### src/rtl/uart_rx_fifo_if.sv
// Handshake bundle between a UART receiver front end, the RX FIFO and its consumer.
// Latency: none (wiring only).
// Backpressure: none here; rd_en pops, and a full FIFO drops bytes and flags overrun.
// Ports (master side = producer/consumer, slave side = FIFO):
//   rx_dataIn/rx_doneTick : received byte and its completion flag (asynchronous to clk)
//   rd_en / clr_overrun   : consumer pop request, overrun clear
//   rd_data/rd_valid      : registered pop data and its one-cycle qualifier
//   empty/full/count/overrun : occupancy and sticky drop status
interface uart_rx_fifo_if #(
    parameter int ADDR_W = 4
);
    logic [7:0]      rx_dataIn;
    logic            rx_doneTick;
    logic            rd_en;
    logic            clr_overrun;
    logic [7:0]      rd_data;
    logic            rd_valid;
    logic            empty;
    logic            full;
    logic [ADDR_W:0] count;
    logic            overrun;

    modport master (
        output rx_dataIn, rx_doneTick, rd_en, clr_overrun,
        input  rd_data, rd_valid, empty, full, count, overrun
    );

    modport slave (
        input  rx_dataIn, rx_doneTick, rd_en, clr_overrun,
        output rd_data, rd_valid, empty, full, count, overrun
    );
endinterface

### src/rtl/uart_rx_fifo.sv
// Receive FIFO behind a UART receiver: synchronizes rx_doneTick, stores one byte per rising edge.
// Latency: byte stored 2 edges after the first edge that sees rx_doneTick high; rd_data 1 edge after rd_en.
// Backpressure: none toward the receiver; a write into a full FIFO without a same-cycle pop is dropped and sets overrun.
// Ports: clk, reset (async, active-high); bus = uart_rx_fifo_if.slave (see interface header).
module uart_rx_fifo #(
    parameter int DEPTH  = 16,
    parameter int ADDR_W = 4
) (
    input  logic            clk,
    input  logic            reset,
    uart_rx_fifo_if.slave   bus
);
    localparam logic [ADDR_W:0] DEPTH_C = (ADDR_W+1)'(DEPTH);

    logic              sync1;
    logic              sync2;
    logic              sync3;
    // primed[2] is set once sync3 holds a genuinely sampled input value rather than
    // its reset zero; without it a rx_doneTick held high across reset release would
    // look like a fresh 0->1 edge.
    logic [2:0]        primed;
    logic              wr_stb;
    logic              wr_acc;
    logic              rd_acc;

    logic [7:0]        mem [DEPTH];
    logic [ADDR_W-1:0] wp;
    logic [ADDR_W-1:0] rp;
    logic [ADDR_W:0]   cnt;
    logic [7:0]        rd_data_q;
    logic              rd_valid_q;
    logic              overrun_q;
    logic              empty_c;
    logic              full_c;

    assign empty_c = (cnt == '0);
    assign full_c  = (cnt == DEPTH_C);

    assign wr_stb = sync2 & ~sync3 & primed[2];
    assign rd_acc = bus.rd_en & ~empty_c;
    // A pop in the same cycle frees the slot, so a full FIFO still accepts the write.
    assign wr_acc = wr_stb & (~full_c | bus.rd_en);

    always_ff @(posedge clk or posedge reset) begin
        if (reset) begin
            sync1  <= 1'b0;
            sync2  <= 1'b0;
            sync3  <= 1'b0;
            primed <= '0;
        end else begin
            sync1  <= bus.rx_doneTick;
            sync2  <= sync1;
            sync3  <= sync2;
            primed <= {primed[1:0], 1'b1};
        end
    end

    // Storage is not reset; count/pointers guarantee nothing stale is ever popped.
    always_ff @(posedge clk) begin
        if (wr_acc) begin
            mem[wp] <= bus.rx_dataIn;
        end
    end

    always_ff @(posedge clk or posedge reset) begin
        if (reset) begin
            wp         <= '0;
            rp         <= '0;
            cnt        <= '0;
            rd_data_q  <= 8'h00;
            rd_valid_q <= 1'b0;
            overrun_q  <= 1'b0;
        end else begin
            if (wr_acc) begin
                wp <= wp + 1'b1;
            end

            // When full with a simultaneous write, wp == rp: the read sees the old entry.
            if (rd_acc) begin
                rd_data_q  <= mem[rp];
                rp         <= rp + 1'b1;
                rd_valid_q <= 1'b1;
            end else begin
                rd_valid_q <= 1'b0;
            end

            if (wr_acc && !rd_acc) begin
                cnt <= cnt + 1'b1;
            end else if (rd_acc && !wr_acc) begin
                cnt <= cnt - 1'b1;
            end

            // A drop in the same cycle as a clear wins.
            if (wr_stb && full_c && !bus.rd_en) begin
                overrun_q <= 1'b1;
            end else if (bus.clr_overrun) begin
                overrun_q <= 1'b0;
            end
        end
    end

    assign bus.rd_data  = rd_data_q;
    assign bus.rd_valid = rd_valid_q;
    assign bus.empty    = empty_c;
    assign bus.full     = full_c;
    assign bus.count    = cnt;
    assign bus.overrun  = overrun_q;
endmodule

### src/flat_wrapper.sv
// flat-port wrapper written by rule: the top's interface ports become plain ports
module uart_rx_fifo_flat 
#(
    parameter int DEPTH  = 16,
    parameter int ADDR_W = 4
)
  (clk, reset, bus_rx_dataIn, bus_rx_doneTick, bus_rd_en, bus_clr_overrun, bus_rd_data, bus_rd_valid, bus_empty, bus_full, bus_count, bus_overrun);
  uart_rx_fifo_if #(.ADDR_W(ADDR_W)) bus_i ();
  input  logic clk;
  input  logic reset;
  input wire logic [$bits(bus_i.rx_dataIn)-1:0] bus_rx_dataIn;
  input wire logic [$bits(bus_i.rx_doneTick)-1:0] bus_rx_doneTick;
  input wire logic [$bits(bus_i.rd_en)-1:0] bus_rd_en;
  input wire logic [$bits(bus_i.clr_overrun)-1:0] bus_clr_overrun;
  output wire logic [$bits(bus_i.rd_data)-1:0] bus_rd_data;
  output wire logic [$bits(bus_i.rd_valid)-1:0] bus_rd_valid;
  output wire logic [$bits(bus_i.empty)-1:0] bus_empty;
  output wire logic [$bits(bus_i.full)-1:0] bus_full;
  output wire logic [$bits(bus_i.count)-1:0] bus_count;
  output wire logic [$bits(bus_i.overrun)-1:0] bus_overrun;
  assign bus_i.rx_dataIn = bus_rx_dataIn;
  assign bus_i.rx_doneTick = bus_rx_doneTick;
  assign bus_i.rd_en = bus_rd_en;
  assign bus_i.clr_overrun = bus_clr_overrun;
  assign bus_rd_data = bus_i.rd_data;
  assign bus_rd_valid = bus_i.rd_valid;
  assign bus_empty = bus_i.empty;
  assign bus_full = bus_i.full;
  assign bus_count = bus_i.count;
  assign bus_overrun = bus_i.overrun;
  uart_rx_fifo #(.DEPTH(DEPTH), .ADDR_W(ADDR_W)) u_core (.clk(clk), .reset(reset), .bus(bus_i));
endmodule
### config.mk
export PLATFORM = sky130hd
export DESIGN_NAME = uart_rx_fifo_flat
export DESIGN_NICKNAME = d
export VERILOG_FILES = /design/src/rtl/uart_rx_fifo_if.sv /design/src/rtl/uart_rx_fifo.sv /design/src/flat_wrapper.sv
export SDC_FILE = /design/constraint.sdc
export NUM_CORES = 1
export LEC_CHECK = 0
export CORE_MARGIN = 1
export CORE_UTILIZATION = 59
export CTS_CLUSTER_SIZE = 40
export DETAILED_ROUTE_END_ITERATION = 8
export MAX_ROUTING_LAYER = met4
export PLACE_DENSITY_LB_ADDON = 0.15
export SETUP_SLACK_MARGIN = 0.05
export SYNTH_ARGS = -nofsm -noshare
export SYNTH_HDL_FRONTEND = slang
export SYNTH_SLANG_ARGS = --single-unit
export TNS_END_PERCENT = 30
### constraint.sdc
create_clock -name clk -period 3.4 [get_ports clk]
set_input_delay 0.68 -clock clk [delete_from_list [all_inputs] [get_ports clk]]
set_output_delay 0.68 -clock clk [all_outputs]
set_load 0.05 [all_outputs]
==> impl_metrics.json, run 1 <==
{
  "wl_um": 11700,
  "final_common_cell": "edfxtp_1",
  "grt_pass1_wl_um": 18200,
  "leakage_nw": 2.55,
  "track_usage_pct": 24.1,
  "antenna_found_initial": 0,
  "hold_start": "u_core.primed[1]",
  "maxCapViolations": 0,
  "nets": 387,
  "fin_skew_ps": 13.4,
  "place_congestion": 0.794,
  "synth_area_per_cell_sq_um": 19.6,
  "num_antenna_cells": 0,
  "root_buffer": "clkbuf_8",
  "dpl.hpwl_um": 7220,
  "ys_seq_area_share_pct": 73.1,
  "cts_setup_buffers": 0,
  "vias_per_cell": 5.91,
  "wirelength_met1_um": 4910,
  "met2_length_um": 5950,
  "hold-worst-slack_ps": 352,
  "fin_crit_ps": 3180,
  "drc": 0,
  "rsz0062_at_grt": "false",
  "path_cells": "or4_4 > nor2_1 > clkdlybuf4s50_1",
  "wl_per_cell_um": 22.8,
  "relSlewSlack_pct": 53.0,
  "timing.final.crit_share_pct": 93.4,
  "ir_drop_uv": 408,
  "cp_max_fo": 6,
  "tightestPinTransition_ps": 705,
  "p_per_area_nw_per_um2": 837,
  "row_count": 37,
  "arrival_ps": 2500,
  "cts_buffer_depth": 2,
  "drive_gt1_share_pct": 21.0,
  "final_cell_mix": "128 x edfxtp_1, 29 x clkdlybuf4s50_1, 28 x dfrtp_1, 19 x mux4_2",
  "crit_path_end_kind": "output port",
  "critPathMaxStageDelay_ps": 800,
  "area_delta_synth_final_pct": 17.1,
  "max_freq_ghz": 0.315,
  "dieArea_sq_um": 11000,
  "tns_ps": 0,
  "top_layer_used": "met4",
  "ys_warn_count": 0,
  "final_max_slew_viol_count": 0,
  "netlist_area_sq_um": 6250,
  "portBuffers": 29,
  "htreeDepth": 4,
  "crit_path_start": "u_core.bus.count[1]",
  "grt_max_degree": 26,
  "fill_cells": 633,
  "slowest_stage": "clkdlybuf4s50_1",
  "hp-class": "reg2reg",
  "worstSetupPathType": "reg2out",
  "clkSinkCount": 157,
  "drt_pass1_iterations": 4,
  "dr_wl_met3_um": 729,
  "grt_pass1_vias": 3153,
  "die_w_um": 105,
  "clkTransAtPathRegs_ps": 70,
  "synth_nets": 342,
  "synthCells": 319,
  "clk_latency_ps": 520,
  "drtIter0Drc": 255,
  "start_util_pct": 60.8,
  "cts_tree": "built",
  "ys_ff_latch": 157,
  "yosysUniqueCellTypes": 37,
  "vias": 3032,
  "die_y_um": 105,
  "core_sq_um": 10300,
  "ant_nets": 0,
  "start_kind": "register",
  "critPathRequiredTime_ps": 2720,
  "hold_viol_final": 0,
  "cts_inserted_buffers": 17,
  "r2r-start": "u_core.bus.count[1]",
  "status": "completed",
  "setup_viol": 0,
  "io_pins": 30,
  "gr-total-overflow": 0
}
-- final cells by class --
type                            instances  area (sq um)  area share (%)
Timing Repair Buffer                   41           380            5.20
Multi-Input combinational cell        135          1560            21.3
Clock buffer                           17           414            5.66
Inverter                               12          45.0           0.616
Sequential cell                       157          4570            62.5
Tap cell                              136           170            2.33
Clock inverter                         15           179            2.45
-- sequential cells by signal (all words and copies together), names as in the netlist --
name and cells:
u_core.primed 3, u_core.mem 128, u_core.bus.rd_valid 1, u_core.bus.overrun 1
u_core.sync3 1, u_core.bus.count 5, u_core.bus.rd_data 8, u_core.rp 4
u_core.sync1 1, u_core.sync2 1, u_core.wp 4
-- per-layer routing --
| layer | GRT usage [%] | up-vias |
|---|---|---|
| li1 | - | 1361 |
| met1 | 32.8 | 1566 |
| met2 | 37.5 | 97 |
| met3 | 4.12 | 8 |
| met4 | 8.85 | 0 |
| met5 | - | - |
-- critical path, delay by kind of cell (launching register included) --
family	cells	cell delay (ps)
buf+inv	1	800
flops	1	460
simple gates	2	720
-- kinds of logic (layout without fill, tap and decap cells) --
kind of cell / after synthesis / after routing / share of synthesized area [%]
AO/OA/AOI/OAI: 35 / 35 / 3.68
XOR/XNOR: 10 / 10 / 1.40
adder cells (fa/ha/maj): 10 / 10 / 2.12
buffers and inverters: 27 / 85 / 2.08
flip-flops: 157 / 157 / 73.1
multiplexers: 43 / 43 / 14.3
other: 1 / 1 / 0.0600
AND/OR/NAND/NOR: 36 / 36 / 3.26
-- cell usage after synthesis (all sizes together) --
library cell,instances,area (sq um)
a21o,2,15.0
a21oi,10,50.1
a31oi,1,12.5
and2,12,75.1
and3b,2,17.5
buf,7,55.1
clkbuf,8,30.0
conb,1,3.75
dfrtp,29,726
edfxtp,128,3840
fa,1,20.0
ha,9,113
inv,12,45.0
mux2,10,113
mux2i,1,10.0
mux4,32,769
nand2,6,22.5
nand2b,1,6.26
nand3,1,5.00
nand3b,1,7.51
nand4,2,12.5
nor2,7,26.3
nor3b,1,7.51
nor4,1,6.26
o211ai,1,21.3
o21a,1,7.51
o21ai,3,15.0
o22ai,16,100
o32ai,1,8.76
or2,1,6.26
or4,1,11.3
xnor2,8,70.1
xor2,2,17.5
-- power breakdown --
group / total, W / internal, W / switching [W]
Clock: 0.00186 / 0.00107 / 0.000786
Combinational: 0.00172 / 0.000821 / 0.000897
Sequential: 0.00255 / 0.00225 / 0.000296
-- timing repair --
action,4_1_cts,5_1_grt
setup endpoints to repair,0,1
gates resized for setup,0,1
hold buffers,0,0
-- metrics by stage --
stage	std cells	util [%]	area (sq um)	power, W	worst slack, ps
2_1_floorplan	319	-	6250	0.00379	287
3_3_place_gp	481	65.4	6720	0.00424	453
3_5_place_dp	481	65.4	6720	0.00428	359
4_1_cts	513	71.1	7310	0.00615	148
5_1_grt	513	71.2	7320	0.00636	125
6_report	513	71.2	7320	0.00612	223
-- path summary, 6_finish.rpt --
path	cells after the start	slack, ps	endpoint
max reg2reg	10	560	u_core.bus.count[4]
max	3	220	bus_empty
min	0	350	u_core.primed[2]
min in group asynchronous	2	480	u_core.primed[2]
max in group asynchronous	3	2350	u_core.rp[1]
min reg2reg	0	350	u_core.primed[2]
Note: power is estimated with default switching activity, not from simulation.
==> run 2, diff against run 1 <==
--- a/config.mk
+++ b/config.mk
@@ -7,2 +7,3 @@
 export LEC_CHECK = 0
+export CAP_MARGIN = 5
 export CORE_MARGIN = 1
==> constraint.sdc (replaced) <==
create_clock -name clk -period 3.4 [get_ports clk]
set_input_delay 0.34 -clock clk [delete_from_list [all_inputs] [get_ports clk]]
set_output_delay 0.34 -clock clk [all_outputs]
set_load 0.05 [all_outputs]
==> impl_metrics.json, run 2 (same netlist as run 1, synthesis figures left out) <==
{
  "ff_latch_area_sq_um": 4570,
  "fill_cells": 667,
  "power_frac_seq_pct": 41.3,
  "place_congestion": 0.791,
  "worstSetupPathType": "reg2out",
  "max_freq_ghz": 0.346,
  "final_cells": 511,
  "reg2reg_to": "u_core.bus.count[4]",
  "hold_depth": 1,
  "nets": 385,
  "r2r-start": "u_core.bus.count[1]",
  "final_cell_mix": "128 x edfxtp_1, 29 x clkdlybuf4s50_1, 28 x dfrtp_1, 19 x mux4_2",
  "power_switching_w": 0.00189,
  "ant_nets": 0,
  "status": "completed",
  "crit_path_end_kind": "output port",
  "start_util_pct": 60.8,
  "rrSetupSlack_ps": 620,
  "critPathMaxStageDelay_ps": 790,
  "clk_latency_ps": 520,
  "clkSinkCount": 157,
  "arrival_ps": 2550,
  "ctsResizeCount": 0,
  "row_count": 37,
  "grt_max_degree": 23,
  "r2r_cells": 10,
  "min_to": "u_core.sync1",
  "relSlewSlack_pct": 42.8,
  "swShare_pct": 31.3,
  "die_y_um": 105,
  "tns_ps": 0,
  "wl_um": 11100,
  "grt_pass1_vias": 3171,
  "hold_start": "bus_rx_doneTick",
  "drive_gt1_share_pct": 20.0,
  "placedCellCount": 479,
  "wl_per_cell_um": 21.7,
  "hold_viol_final": 0,
  "cts_hold_buffers": 0,
  "fin_crit_ps": 2890,
  "multi_input_area_sq_um": 1550,
  "p_int_w": 0.00415,
  "start_kind": "register",
  "rsz0062_at_grt": "false",
  "slowest_stage": "clkdlybuf4s50_1",
  "die_w_um": 105,
  "critPathBufInv": 2,
  "maxCapViolations": 0,
  "setup_viol": 0,
  "hp-class": "in2reg",
  "critPathTopFamily": "buffers and inverters",
  "track_usage_pct": 23.3,
  "drt_pass1_iterations": 6,
  "critPathRequiredTime_ps": 3060,
  "leakage_nw": 2.53,
  "gr-total-overflow": 0,
  "drtIter0Drc": 244,
  "vias_per_cell": 5.92,
  "vias": 3026,
  "dieArea_sq_um": 11000,
  "p_per_area_nw_per_um2": 829,
  "final_max_slew_viol_count": 0,
  "antenna_found_initial": 0,
  "ir_drop_uv": 489,
  "num_antenna_cells": 0,
  "cts_setup_buffers": 0,
  "tightestPinTransition_ps": 857,
  "portBuffers": 29,
  "fin_skew_ps": 10.6,
  "cp_max_fo": 6,
  "cts_buffer_depth": 2,
  "core_sq_um": 10300,
  "dpl.hpwl_um": 7140,
  "timing.final.crit_share_pct": 85.1,
  "final_common_cell": "edfxtp_1",
  "cts_inserted_buffers": 17,
  "io_pins": 30,
  "clkTransAtPathRegs_ps": 60,
  "p_clk_share_pct": 30.1,
  "area_delta_synth_final_pct": 16.5,
  "htreeDepth": 4,
  "cts_tree": "built",
  "p_comb_share_pct": 28.5,
  "grt_pass1_wl_um": 17500,
  "path_cells": "nor4_1 > nand2_1 > inv_1 > clkdlybuf4s50_1",
  "top_register": "u_core.mem",
  "drc": 0,
  "largest_register_ffs": 128,
  "root_buffer": "clkbuf_8"
}
## run 2: cell types whose count changed in the layout (fill, tap and decap cells not counted)
cell        delta
buf_4          -2
clkbuf_8       +2
clkinv_1       +1
clkinv_2       +1
clkinv_8       -1
clkinvlp_4     +2
inv_6          -4
inv_8          -1
nor4_1         +1
nor4_2         -1
## run 2: worst max-delay path by stage
stage                         from                  end  cells past startpoint
4_1_cts        u_core.bus.count[1]             bus_full                      4
6_report       u_core.bus.count[1]             bus_full                      4
3_3_place_gp   u_core.bus.count[1]  u_core.bus.count[4]                     10
5_1_grt        u_core.bus.count[1]             bus_full                      4
3_5_place_dp   u_core.bus.count[1]  u_core.bus.count[4]                     10
2_1_floorplan  u_core.bus.count[1]  u_core.bus.count[4]                     11
## run 2: power by group through the flow
stage	Sequential [W]	Clock [W]	Combinational, W
floorplan	0.00267	0	0.00112
global placement	0.00253	0	0.00169
detailed placement	0.00254	0	0.00172
CTS	0.00250	0.00184	0.00174
global route	0.00252	0.00190	0.00184
finish	0.00249	0.00182	0.00172
## run 2: routing by layer
layer	GRT usage, %	vias up	wire length (um)
met3	4.49	15	407
met1	31.3	1589	4930
li1	-	1356	-
met2	36.0	66	5570
met4	9.05	0	172
met5	-	-	0
## run 2: cell type report
class | count | area share, %
Sequential cell | 157 | 62.8
Multi-Input combinational cell | 135 | 21.3
Clock buffer | 19 | 6.06
Timing Repair Buffer | 39 | 5.02
Tap cell | 136 | 2.34
Clock inverter | 13 | 1.92
Inverter | 12 | 0.618
## run 2: through the flow
step	total power (W)	utilization, %	worst slack, ps	hold WS [ps]	area (sq um)
finish	0.00604	70.9	507	255	7280
global route	0.00627	70.9	398	241	7280
CTS	0.00608	70.9	485	241	7280
detailed placement	0.00426	65.2	621	336	6700
global placement	0.00422	65.2	677	334	6700
floorplan	0.00379	-	287	331	6250
==> run 3, diff against run 2 <==
- CAP_MARGIN: 5 -> 10
- CORE_UTILIZATION: 59 -> 63
- DONT_BUFFER_PORTS: default -> 1
==> impl_metrics.json, run 3 (same netlist as run 1, synthesis figures left out) <==
{
  "drc": 0,
  "cts_setup_buffers": 0,
  "crit_path_end_kind": "register",
  "portBuffers": 0,
  "hold_depth": 3,
  "clkSinkCount": 157,
  "grt_pass1_vias": 3224,
  "final_max_slew_viol_count": 0,
  "start_kind": "register",
  "wl_per_cell_um": 23.5,
  "clkTransAtPathRegs_ps": 60,
  "row_count": 35,
  "setup_slack_ps": 403,
  "drive_gt1_share_pct": 22.1,
  "grt_max_degree": 35,
  "path_cells": "or4_4 > o21a_1 > inv_1 > ha_1 > inv_1 > fa_1 > a21o_1 > a21oi_1 > mux2i_1 > xnor2_1",
  "critPathRequiredTime_ps": 3850,
  "start_util_pct": 66.4,
  "rsz0062_at_grt": "false",
  "r2r-start": "u_core.bus.count[3]",
  "drtIter0Drc": 171,
  "rrSetupSlack_ps": 400,
  "place_ws_ps": 490,
  "largest_register_ffs": 128,
  "fin_crit_ps": 3000,
  "antenna_found_initial": 0,
  "vias": 3010,
  "critPathMaxStageDelay_ps": 610,
  "place_congestion": 0.809,
  "crit_top_cell": "inv_1",
  "hold_viol_final": 0,
  "p_per_area_nw_per_um2": 829,
  "top_register": "u_core.mem",
  "hp-class": "in2reg",
  "worstSetupPathType": "reg2reg",
  "io_pins": 30,
  "root_buffer": "clkbuf_8",
  "leakage_nw": 2.48,
  "die_y_um": 102,
  "die_w_um": 102,
  "core_sq_um": 9420,
  "clk_latency_ps": 540,
  "cts_tree": "built",
  "dieArea_sq_um": 10300,
  "final_common_cell": "edfxtp_1",
  "gr-total-overflow": 0,
  "wl_um": 11500,
  "slowest_stage": "or4_4",
  "fin_skew_ps": 12.1,
  "dpl.hpwl_um": 6700,
  "ant_nets": 0,
  "ir_drop_uv": 584,
  "tightestPinTransition_ps": 817,
  "drt_pass1_iterations": 4,
  "setup_viol": 0,
  "cts_buffer_depth": 2,
  "htreeDepth": 4,
  "relSlewSlack_pct": 45.5,
  "track_usage_pct": 26.1,
  "grt_pass1_wl_um": 17500,
  "cts_inserted_buffers": 17,
  "reg2reg_to": "u_core.bus.count[4]",
  "min_to": "u_core.bus.rd_data[2]",
  "cp_max_fo": 5,
  "timing.final.crit_share_pct": 88.2,
  "hold_start": "bus_rd_en",
  "nets": 372,
  "max_freq_ghz": 0.334,
  "arrival_ps": 3450,
  "tns_ps": 0,
  "status": "completed",
  "maxCapViolations": 0,
  "r2r_cells": 10,
  "vias_per_cell": 6.13,
  "area_delta_synth_final_pct": 14.0,
  "num_antenna_cells": 0,
  "crit_path_start": "u_core.bus.count[3]",
  "final_cell_mix": "128 x edfxtp_1, 28 x dfrtp_1, 19 x mux4_2, 16 x o22ai_1, 16 x clkbuf_16"
}
## run 3: changes by cell type in the layout (fill, tap and decap cells not counted), sizes merged
| cell | delta |
|---|---|
| bufinv | -1 |
| clkbuf | -2 |
| clkinvlp | -1 |
| clkdlybuf4s50 | -29 |
| inv | +4 |
| dlygate4sd3 | +12 |
| buf | +4 |
## run 3: where the power goes
group | switching, W | leakage (nW) | internal, W
clock network | 0.000798 | 0.276 | 0.000995
registers | 0.000447 | 1.49 | 0.00225
logic | 0.000708 | 0.717 | 0.000708
total | 0.00195 | 2.48 | 0.00395
## run 3: critical path, delay by kind of cell, from the launching register on
kind                     cells  cell delay [ps]
flip-flops                   1              590
adder cells (fa/ha/maj)      2              590
AO/OA/AOI/OAI                3              580
XOR/XNOR                     1              140
buffers and inverters        2              160
AND/OR/NAND/NOR              1              610
multiplexers                 1              250
## run 3: cell type report
cell class              count  area [sq um]
flip-flops and latches    157          4570
well taps                 129           161
inverters                  12          45.0
multi-input cells         135          1550
clock buffers              17           414
repair buffers             26           225
clock inverters            15           155
fillers                   516          2290
## run 3: layer usage
| metal | part of all wire (%) | global-route usage, % | wire, um | vias to the layer above |
|---|---|---|---|---|
| li1 | - | - | - | 1332 |
| met1 | 39 | 30.8 | 4500 | 1560 |
| met2 | 52 | 41.1 | 6050 | 100 |
| met3 | 7.0 | 8.97 | 804 | 18 |
| met4 | 1.7 | 11.0 | 195 | 0 |
| met5 | 0 | - | 0 | - |
## run 3: worst max path at each step
stage                           to  slack, ps
2_1_floorplan  u_core.bus.count[4]        290
3_3_place_gp   u_core.bus.count[4]        520
3_5_place_dp   u_core.bus.count[4]        490
4_1_cts        u_core.bus.count[4]        390
5_1_grt        u_core.bus.count[4]        190
6_report       u_core.bus.count[4]        400
## run 3: repair_timing
action | 4_1_cts | 5_1_grt
gates resized for setup | 0 | 0
hold buffers | 12 | 0
hold endpoints to repair | 159 | 0
## run 3: metrics by stage
| step | power (W) | area (sq um) | utilization (%) | hold WS [ps] | std cells |
|---|---|---|---|---|---|
| 6_report | 0.00590 | 7120 | 75.6 | 176 | 491 |
| 5_1_grt | 0.00615 | 7120 | 75.6 | 159 | 491 |
| 4_1_cts | 0.00594 | 7120 | 75.6 | 145 | 491 |
| 3_5_place_dp | 0.00410 | 6430 | 68.3 | 335 | 447 |
| 3_3_place_gp | 0.00407 | 6430 | 68.3 | 322 | 447 |
| 2_1_floorplan | 0.00379 | 6250 | - | 331 | 319 |
